File: config.mk
export PLATFORM = sky130hd
export DESIGN_NAME = core_mem_arbiter
export DESIGN_NICKNAME = d
export VERILOG_FILES = /design/src/rtl/core_mem_arbiter.sv
export SDC_FILE = /design/constraint.sdc
export NUM_CORES = 1
export LEC_CHECK = 0
export ABC_CLOCK_PERIOD_IN_PS = 3290
export BUFFER_PORTS_ARGS = -buffer_cell sky130_fd_sc_hd__buf_4
export CAP_MARGIN = 20
export CORE_AREA = 2 2 110 112
export DETAILED_ROUTE_END_ITERATION = 7
export DIE_AREA = 0 0 112 114
export HOLD_SLACK_MARGIN = 0.1
export SYNTH_ARGS = -nofsm -noshare
export SYNTH_HDL_FRONTEND = slang
export SYNTH_SLANG_ARGS = --single-unit
export TNS_END_PERCENT = 50
File: constraint.sdc
create_clock -name clk_i -period 3.29 [get_ports clk_i]
set_input_delay 0.658 -clock clk_i [delete_from_list [all_inputs] [get_ports clk_i]]
set_output_delay 0.658 -clock clk_i [all_outputs]
set_load 0.005 [all_outputs]
File: src/rtl/core_mem_arbiter.sv
// core_mem_arbiter
//   Shares one single-port memory between the core's instruction-fetch port
//   and data port. Requests are arbitrated combinationally and the winner is
//   forwarded to the memory port. Each grant pushes the winner's ID into an
//   in-order FIFO, and each memory response pops the FIFO and is routed back
//   to the port that issued it.
//
//   Optional feature macro: MEM_ARB_RR_EN
//     defined   : round-robin on contention (pointer starts at instr)
//     undefined : fixed priority, data wins on contention
//
//   Ports
//     clk_i, rst_ni          clock (rising edge), async active-low reset
//     instr_*                fetch port   (req/addr -> gnt/rvalid/rdata)
//     data_*                 data port    (req/we/be/addr/wdata -> gnt/rvalid/rdata)
//     mem_*                  memory port  (req/we/be/addr/wdata <- gnt/rvalid/rdata)
//     outstanding_o          number of granted transactions awaiting rvalid
//     resp_err_o             sticky: rvalid arrived with nothing outstanding
//
//   Handshake: a port's request must stay stable until its gnt is seen. A
//   transaction is granted in the cycle where req and gnt are both high; its
//   response (rvalid) may come no earlier than the following cycle, and
//   responses return in grant order.
module core_mem_arbiter #(
    parameter int MAX_OUTSTANDING = 2,
    parameter int ADDR_WIDTH      = 32,
    parameter int DATA_WIDTH      = 32
) (
    input  logic                               clk_i,
    input  logic                               rst_ni,
    input  logic                               instr_req_i,
    input  logic [ADDR_WIDTH-1:0]              instr_addr_i,
    output logic                               instr_gnt_o,
    output logic                               instr_rvalid_o,
    output logic [DATA_WIDTH-1:0]              instr_rdata_o,
    input  logic                               data_req_i,
    input  logic                               data_we_i,
    input  logic [DATA_WIDTH/8-1:0]            data_be_i,
    input  logic [ADDR_WIDTH-1:0]              data_addr_i,
    input  logic [DATA_WIDTH-1:0]              data_wdata_i,
    output logic                               data_gnt_o,
    output logic                               data_rvalid_o,
    output logic [DATA_WIDTH-1:0]              data_rdata_o,
    output logic                               mem_req_o,
    input  logic                               mem_gnt_i,
    output logic                               mem_we_o,
    output logic [DATA_WIDTH/8-1:0]            mem_be_o,
    output logic [ADDR_WIDTH-1:0]              mem_addr_o,
    output logic [DATA_WIDTH-1:0]              mem_wdata_o,
    input  logic                               mem_rvalid_i,
    input  logic [DATA_WIDTH-1:0]              mem_rdata_i,
    output logic [$clog2(MAX_OUTSTANDING+1)-1:0] outstanding_o,
    output logic                               resp_err_o
);

    localparam int BE_W  = DATA_WIDTH / 8;
    localparam int CNT_W = $clog2(MAX_OUTSTANDING + 1);
    localparam int PTR_W = (MAX_OUTSTANDING > 1) ? $clog2(MAX_OUTSTANDING) : 1;
    localparam logic [CNT_W-1:0] CNT_MAX  = CNT_W'(MAX_OUTSTANDING);
    localparam logic [PTR_W-1:0] PTR_LAST = PTR_W'(MAX_OUTSTANDING - 1);

    // ID encoding: 0 = instr, 1 = data
    logic                 ids_q [MAX_OUTSTANDING];
    logic                 ids_d [MAX_OUTSTANDING];
    logic [PTR_W-1:0]     wr_ptr_q, wr_ptr_d;
    logic [PTR_W-1:0]     rd_ptr_q, rd_ptr_d;
    logic [CNT_W-1:0]     count_q, count_d;
    logic                 err_q, err_d;
    logic                 lock_q, lock_d;
    logic                 lock_id_q, lock_id_d;
    logic                 rr_q, rr_d;

    logic full, empty, any_req, both_req, winner, req, grant, pop, head;

    always_comb begin
        full     = (count_q == CNT_MAX);
        empty    = (count_q == '0);
        any_req  = instr_req_i | data_req_i;
        both_req = instr_req_i & data_req_i;

        winner = 1'b0;
        if (lock_q)           winner = lock_id_q;
        else if (!both_req)   winner = data_req_i;
`ifdef MEM_ARB_RR_EN
        else                  winner = rr_q;
`else
        else                  winner = 1'b1;
`endif

        req   = any_req & ~full;
        grant = req & mem_gnt_i;
        pop   = mem_rvalid_i & ~empty;
        head  = ids_q[rd_ptr_q];
    end

    // Next-state for FIFO, lock, error flag and round-robin pointer.
    always_comb begin
        ids_d     = ids_q;
        wr_ptr_d  = wr_ptr_q;
        rd_ptr_d  = rd_ptr_q;
        count_d   = count_q;
        err_d     = err_q;
        lock_d    = lock_q;
        lock_id_d = lock_id_q;
        rr_d      = rr_q;

        if (grant) begin
            ids_d[wr_ptr_q] = winner;
            wr_ptr_d = (wr_ptr_q == PTR_LAST) ? '0 : wr_ptr_q + 1'b1;
        end
        if (pop) begin
            rd_ptr_d = (rd_ptr_q == PTR_LAST) ? '0 : rd_ptr_q + 1'b1;
        end
        if (grant && !pop)      count_d = count_q + 1'b1;
        else if (!grant && pop) count_d = count_q - 1'b1;

        // Emptiness is judged before this cycle's push: a same-cycle grant
        // cannot be answered by the same-cycle rvalid.
        if (mem_rvalid_i && empty) err_d = 1'b1;

        // Blocked request keeps its winner until granted; a full FIFO
        // (req low) leaves the lock untouched.
        if (req && !mem_gnt_i) begin
            lock_d    = 1'b1;
            lock_id_d = winner;
        end else if (grant) begin
            lock_d    = 1'b0;
        end

`ifdef MEM_ARB_RR_EN
        if (grant && both_req && (winner == rr_q)) rr_d = ~rr_q;
`else
        rr_d = 1'b0;
`endif
    end

    always_ff @(posedge clk_i or negedge rst_ni) begin
        if (!rst_ni) begin
            for (int i = 0; i < MAX_OUTSTANDING; i++) ids_q[i] <= 1'b0;
            wr_ptr_q  <= '0;
            rd_ptr_q  <= '0;
            count_q   <= '0;
            err_q     <= 1'b0;
            lock_q    <= 1'b0;
            lock_id_q <= 1'b0;
            rr_q      <= 1'b0;
        end else begin
            ids_q     <= ids_d;
            wr_ptr_q  <= wr_ptr_d;
            rd_ptr_q  <= rd_ptr_d;
            count_q   <= count_d;
            err_q     <= err_d;
            lock_q    <= lock_d;
            lock_id_q <= lock_id_d;
            rr_q      <= rr_d;
        end
    end

    // Outputs are forced low while reset is asserted, including the
    // combinational paths, so nothing leaks through during reset.
    always_comb begin
        mem_req_o      = rst_ni & req;
        mem_we_o       = rst_ni & winner & data_we_i;
        mem_be_o       = !rst_ni ? '0 : (winner ? data_be_i : {BE_W{1'b1}});
        mem_addr_o     = !rst_ni ? '0 : (winner ? data_addr_i : instr_addr_i);
        mem_wdata_o    = (!rst_ni || !winner) ? '0 : data_wdata_i;
        instr_gnt_o    = rst_ni & grant & ~winner;
        data_gnt_o     = rst_ni & grant & winner;
        instr_rvalid_o = rst_ni & pop & ~head;
        data_rvalid_o  = rst_ni & pop & head;
        instr_rdata_o  = rst_ni ? mem_rdata_i : '0;
        data_rdata_o   = rst_ni ? mem_rdata_i : '0;
        outstanding_o  = count_q;
        resp_err_o     = err_q;
    end

endmodule
# [Word level (Yosys, flattened, before mapping)]
# Cells that the tools add are included.
[word_totals] regBits=9 latch_bits=0 ramBits=0 romBits=0 output_inout_bits=141 wordCells=70 memories=0
[classes] addsub=4 multipliers=0 n_div=0 order_cmp=3 eq_ne=1 n_shift=0 mux=20 n_bitwise=20 n_reduce_logical=14
[ops] operator="2-to-1 mux 32 bit" n=4
[ops] operator="AND 1 bit" n=13
[ops] operator="2-to-1 mux 1 bit" n=10
[ops] operator="2-to-1 mux 4 bit" n=2
[ops] operator="logical AND 1 bit" n=5
[ops] operator="logical NOT 1 bit" n=5
[ops] operator=">= comparator 2 bit, second input constant" n=2
[ops] operator="2-to-1 mux 2 bit" n=2
[ops] operator="inverter 1 bit" n=4
[ops] operator="inverter 1 -> 2 bit" n=2
[ops] operator="nonzero test 2 bit" n=2
[ops] operator="adder 1 bit, second input constant" n=2
[ops] operator="adder 2 x 1 -> 2 bit, second input constant" n=1
[ops] operator="bitwise mux 2 bit" n=1
[ops] operator="equality test 2 bit, second input constant" n=1
[ops] operator="logical NOT 2 bit" n=1
[ops] operator="less-than comparator 2 x 1 -> 1 bit, second input constant" n=1
[ops] operator="subtractor 2 x 1 -> 2 bit, second input constant" n=1
[ops] operator="demux 1 bit (select 1 bit)" n=1
[ops] operator="logical OR 1 bit" n=1
[ops] operator="OR 1 bit" n=1

# [Depth between registers and ports, before layout]
[depth] depth_word=8 ltp_mapped=8

# [Worst setup path after synthesis]
# Ideal clock, no wire load.
[synth_timing] path_kind="input-to-output" from="in rst_ni" to="out instr_rdata_o[0]" arrival_time_ns=1.420 t_required_ns=2.632 path_slack_ns=1.212 path_stages=4 path_buffers=3 cell_sequence="clkbuf_1 clkbuf_1 and2_1 buf_4"
[synth_between] elab_chain_cells=1
[synth_rtl] item="start, declared" line="30" text="input logic rst_ni,"
[synth_rtl] item="2-to-1 mux 32 bit"
[synth_rtl] item="end, declared" line="35" text="output logic [DATA_WIDTH-1:0] instr_rdata_o,"
# No other way between the ends.

# [Final worst setup path]
[layout_timing] from="in data_req_i" to="out mem_addr_o[30]"
[layout_between] elab_chain_cells=5
[layout_rtl] item="start, declared" line="36" text="input logic data_req_i,"
[layout_rtl] item="AND 1 bit" line="79" text="both_req = instr_req_i & data_req_i;"
[layout_rtl] item="2-to-1 mux 1 bit *" line="83" text="else if (!both_req) winner = data_req_i;"
[layout_rtl] item="2-to-1 mux 1 bit *" line="82" text="if (lock_q) winner = lock_id_q;"
[layout_rtl] item="2-to-1 mux 32 bit * (2 in a row)" line="165" text="mem_addr_o = !rst_ni ? '0 : (winner ? data_addr_i : instr_addr_i);"
[layout_rtl] item="end, declared" line="48" text="output logic [ADDR_WIDTH-1:0] mem_addr_o,"
# Every way passes the cells marked *; elsewhere a longest branch is shown, timed or not.

==> run metrics <==
run status finished, final reports clean; post-placement cell count 639; nets ~640; Slew Limit Fails 0; vias in the first global route between 2k and 2.5k; share of cells above drive strength 1 58.7%; Via Count 2597; maxcap violations 0; CTS tree done; most common library cell in the layout ignoring fill and taps buf_4; Synth area leaders buf_4, nand2_1, a21boi_0; max_slew headroom 46.2%; clock sinks 9; Setup Viol. Count Final 0; n_diodes 0; largest area contributor in the netlist buf_4; DRT Pass-1 Iters 4; area of the mapped netlist between 1500 and 2000 um2; initial core utilization roughly 15%; TNS Setup 0 ns; Final GP Congestion 0.782; most frequent cells in the layout buf_4, nand2_1, and2_1, and3_1, a21boi_0; cts hold-fix bufs 0; Yosys Warn Count 0; initial antenna violation count 0; GRT Overall Usage about 11%; Clock Skew between 0.002 and 0.003 ns; first-pass GRT wire length between 10000 and 15000 um; Final Hold Fails 0; Finished Layout Cells ~640; Core Footprint around 12000 um2; Worst-Margin Slew between 0.8 and 0.9 ns; crit-path max FO 53; Post-DRT Antenna Nets 0; CTS clock-pin slew for the worst setup and hold paths approximately 0.040 ns; Tmin final about 2.7 ns; Syn Inst Count about 260; WHS Path Cells 1; Crit Path Class input pin to primary output; DP HPWL roughly 6700 um; WP data arrival 2.07 ns; power per cell area 425 nW/um2; Max rail drop VDD 0.221 mV; largest net degree at the start of global routing 111; Buffers on Ports 279; Max Root-Sink Buffers 2; post-synthesis sequential area ratio 13.0%; PostCTS Resize Cnt 0; # H-tree levels 1; final worst-path cycle share 82.8%; flops & latches, synth 9; Reg2Reg Depth 7; Yosys top cell area share approximately 15%; IO Pins 280; leakage power 2.15 nW; synthesis-to-finish area growth 119%; die extent in y 114 um; Via density approximately 4.0; post-synthesis net count about 400; die area 12800 um2; Rows 40; WL per Instance between 10 and 15 um; Setup crit end kind primary output; RSZ-0062 raised after global routing false; later-pin clock latency in the skew report 0.23 ns; required time worst endpoint between 2 and 3 ns; Die W approximately 110 um; worst hold path class register to register; CTS Buf Count 3; clk root buf clkbuf_16; syn_area_per_cell 6.54 um2; Setup Buffers After CTS 0; 1st-iter DRT viols between 50 and 60; Highest Clock Rate 367 MHz; total wire length slightly above 8000 um; drt drc 0; grt ovf 0; number of distinct library cells after synthesis 26; CP Launch Type input pin
==> report_power, final <==
| part | leakage [nW] | total (W) | switching [W] | internal (W) |
|---|---|---|---|---|
| combinational | 2.01 | 0.00117 | 0.000546 | 0.000626 |
| sequential | 0.103 | 0.000221 | 0.0000572 | 0.000164 |
| clock | 0.0382 | 0.000214 | 0.0000518 | 0.000162 |
==> cell families (layout without fill, tap and decap cells) <==
logic type                 count (synthesis)  in the layout  synth area share (%)
and+or+nand+nor                          145            145                  42.2
buffers and inverters                     58            290                  20.6
AOI/OAI and AO/OA                         41             41                  17.8
DFF                                        9              9                  13.0
xor gates and xnor gates                   5              5                  2.54
muxes                                      5              5                  3.12
adders and majority gates                  1              1                 0.725
==> flip-flops by register name, indices dropped and copies added (netlist names) <==
register,count
ids_q,2
lock_id_q,1
lock_q,1
outstanding_o,2
rd_ptr_q,1
resp_err_o,1
wr_ptr_q,1
==> per-stage QoR <==
step           area (um2)  util (%)  hold WS [ns]  worst slack (ns)  power, W
2_1_floorplan        1730         -         0.362              1.21  0.000833
3_3_place_gp         3700      31.6         0.445             0.608   0.00141
3_5_place_dp         3700      31.6         0.455             0.519   0.00142
4_1_cts              3780      32.3         0.463             0.506   0.00164
5_1_grt              3780      32.3         0.481             0.395   0.00175
6_report             3780      32.3         0.468             0.565   0.00161
==> synth_stat cells <==
cell type,count
a21boi_0,32
a21o_1,1
and2_1,33
and3_1,33
and4b_1,1
buf_2,4
buf_4,35
clkbuf_1,15
clkbuf_2,1
dfrtp_1,9
ha_1,1
inv_1,3
mux2_2,3
mux2i_1,2
nand2_1,67
nor2_1,6
nor2b_2,1
nor3_1,2
nor3b_1,1
o21a_1,5
o21ai_0,1
o31ai_1,1
o41ai_1,1
or3_1,1
xnor2_1,4
xor2_1,1
==> final timing paths <==
path / startpoint / endpoint / slack, ns
worst max-delay path: data_req_i / mem_addr_o[30] / 0.56
worst min-delay path: resp_err_o / resp_err_o / 0.47
worst max register to register: outstanding_o[1] / outstanding_o[1] / 1.48
worst min register to register: resp_err_o / resp_err_o / 0.47
max in group asynchronous: rst_ni / ids_q[1] / 2.23
min in group asynchronous: rst_ni / resp_err_o / 0.50
==> area by class of cell <==
cell class	count	area (um2)
fillers	1269	7930
repair buffers	283	2120
multi-input cells	197	1160
flip-flops and latches	9	225
well taps	147	184
clock buffers	4	78.8
inverters	3	11.3
==> per-layer routing <==
metal	track usage [%]	vias up	part of all wire [%]
met5	0	-	0
met4	1.38	0	0.57
met3	2.34	5	10
met2	21.5	159	52
met1	13.1	1133	37
li1	-	1300	-
==> critical path, cell delays in order <==
cell and delay, ns:
buf_4 0.10, mux2_2 0.36, buf_4 0.46, nand2_1 0.11
a21boi_0 0.21, buf_4 0.14
Note: power is estimated with default switching activity, not from simulation.
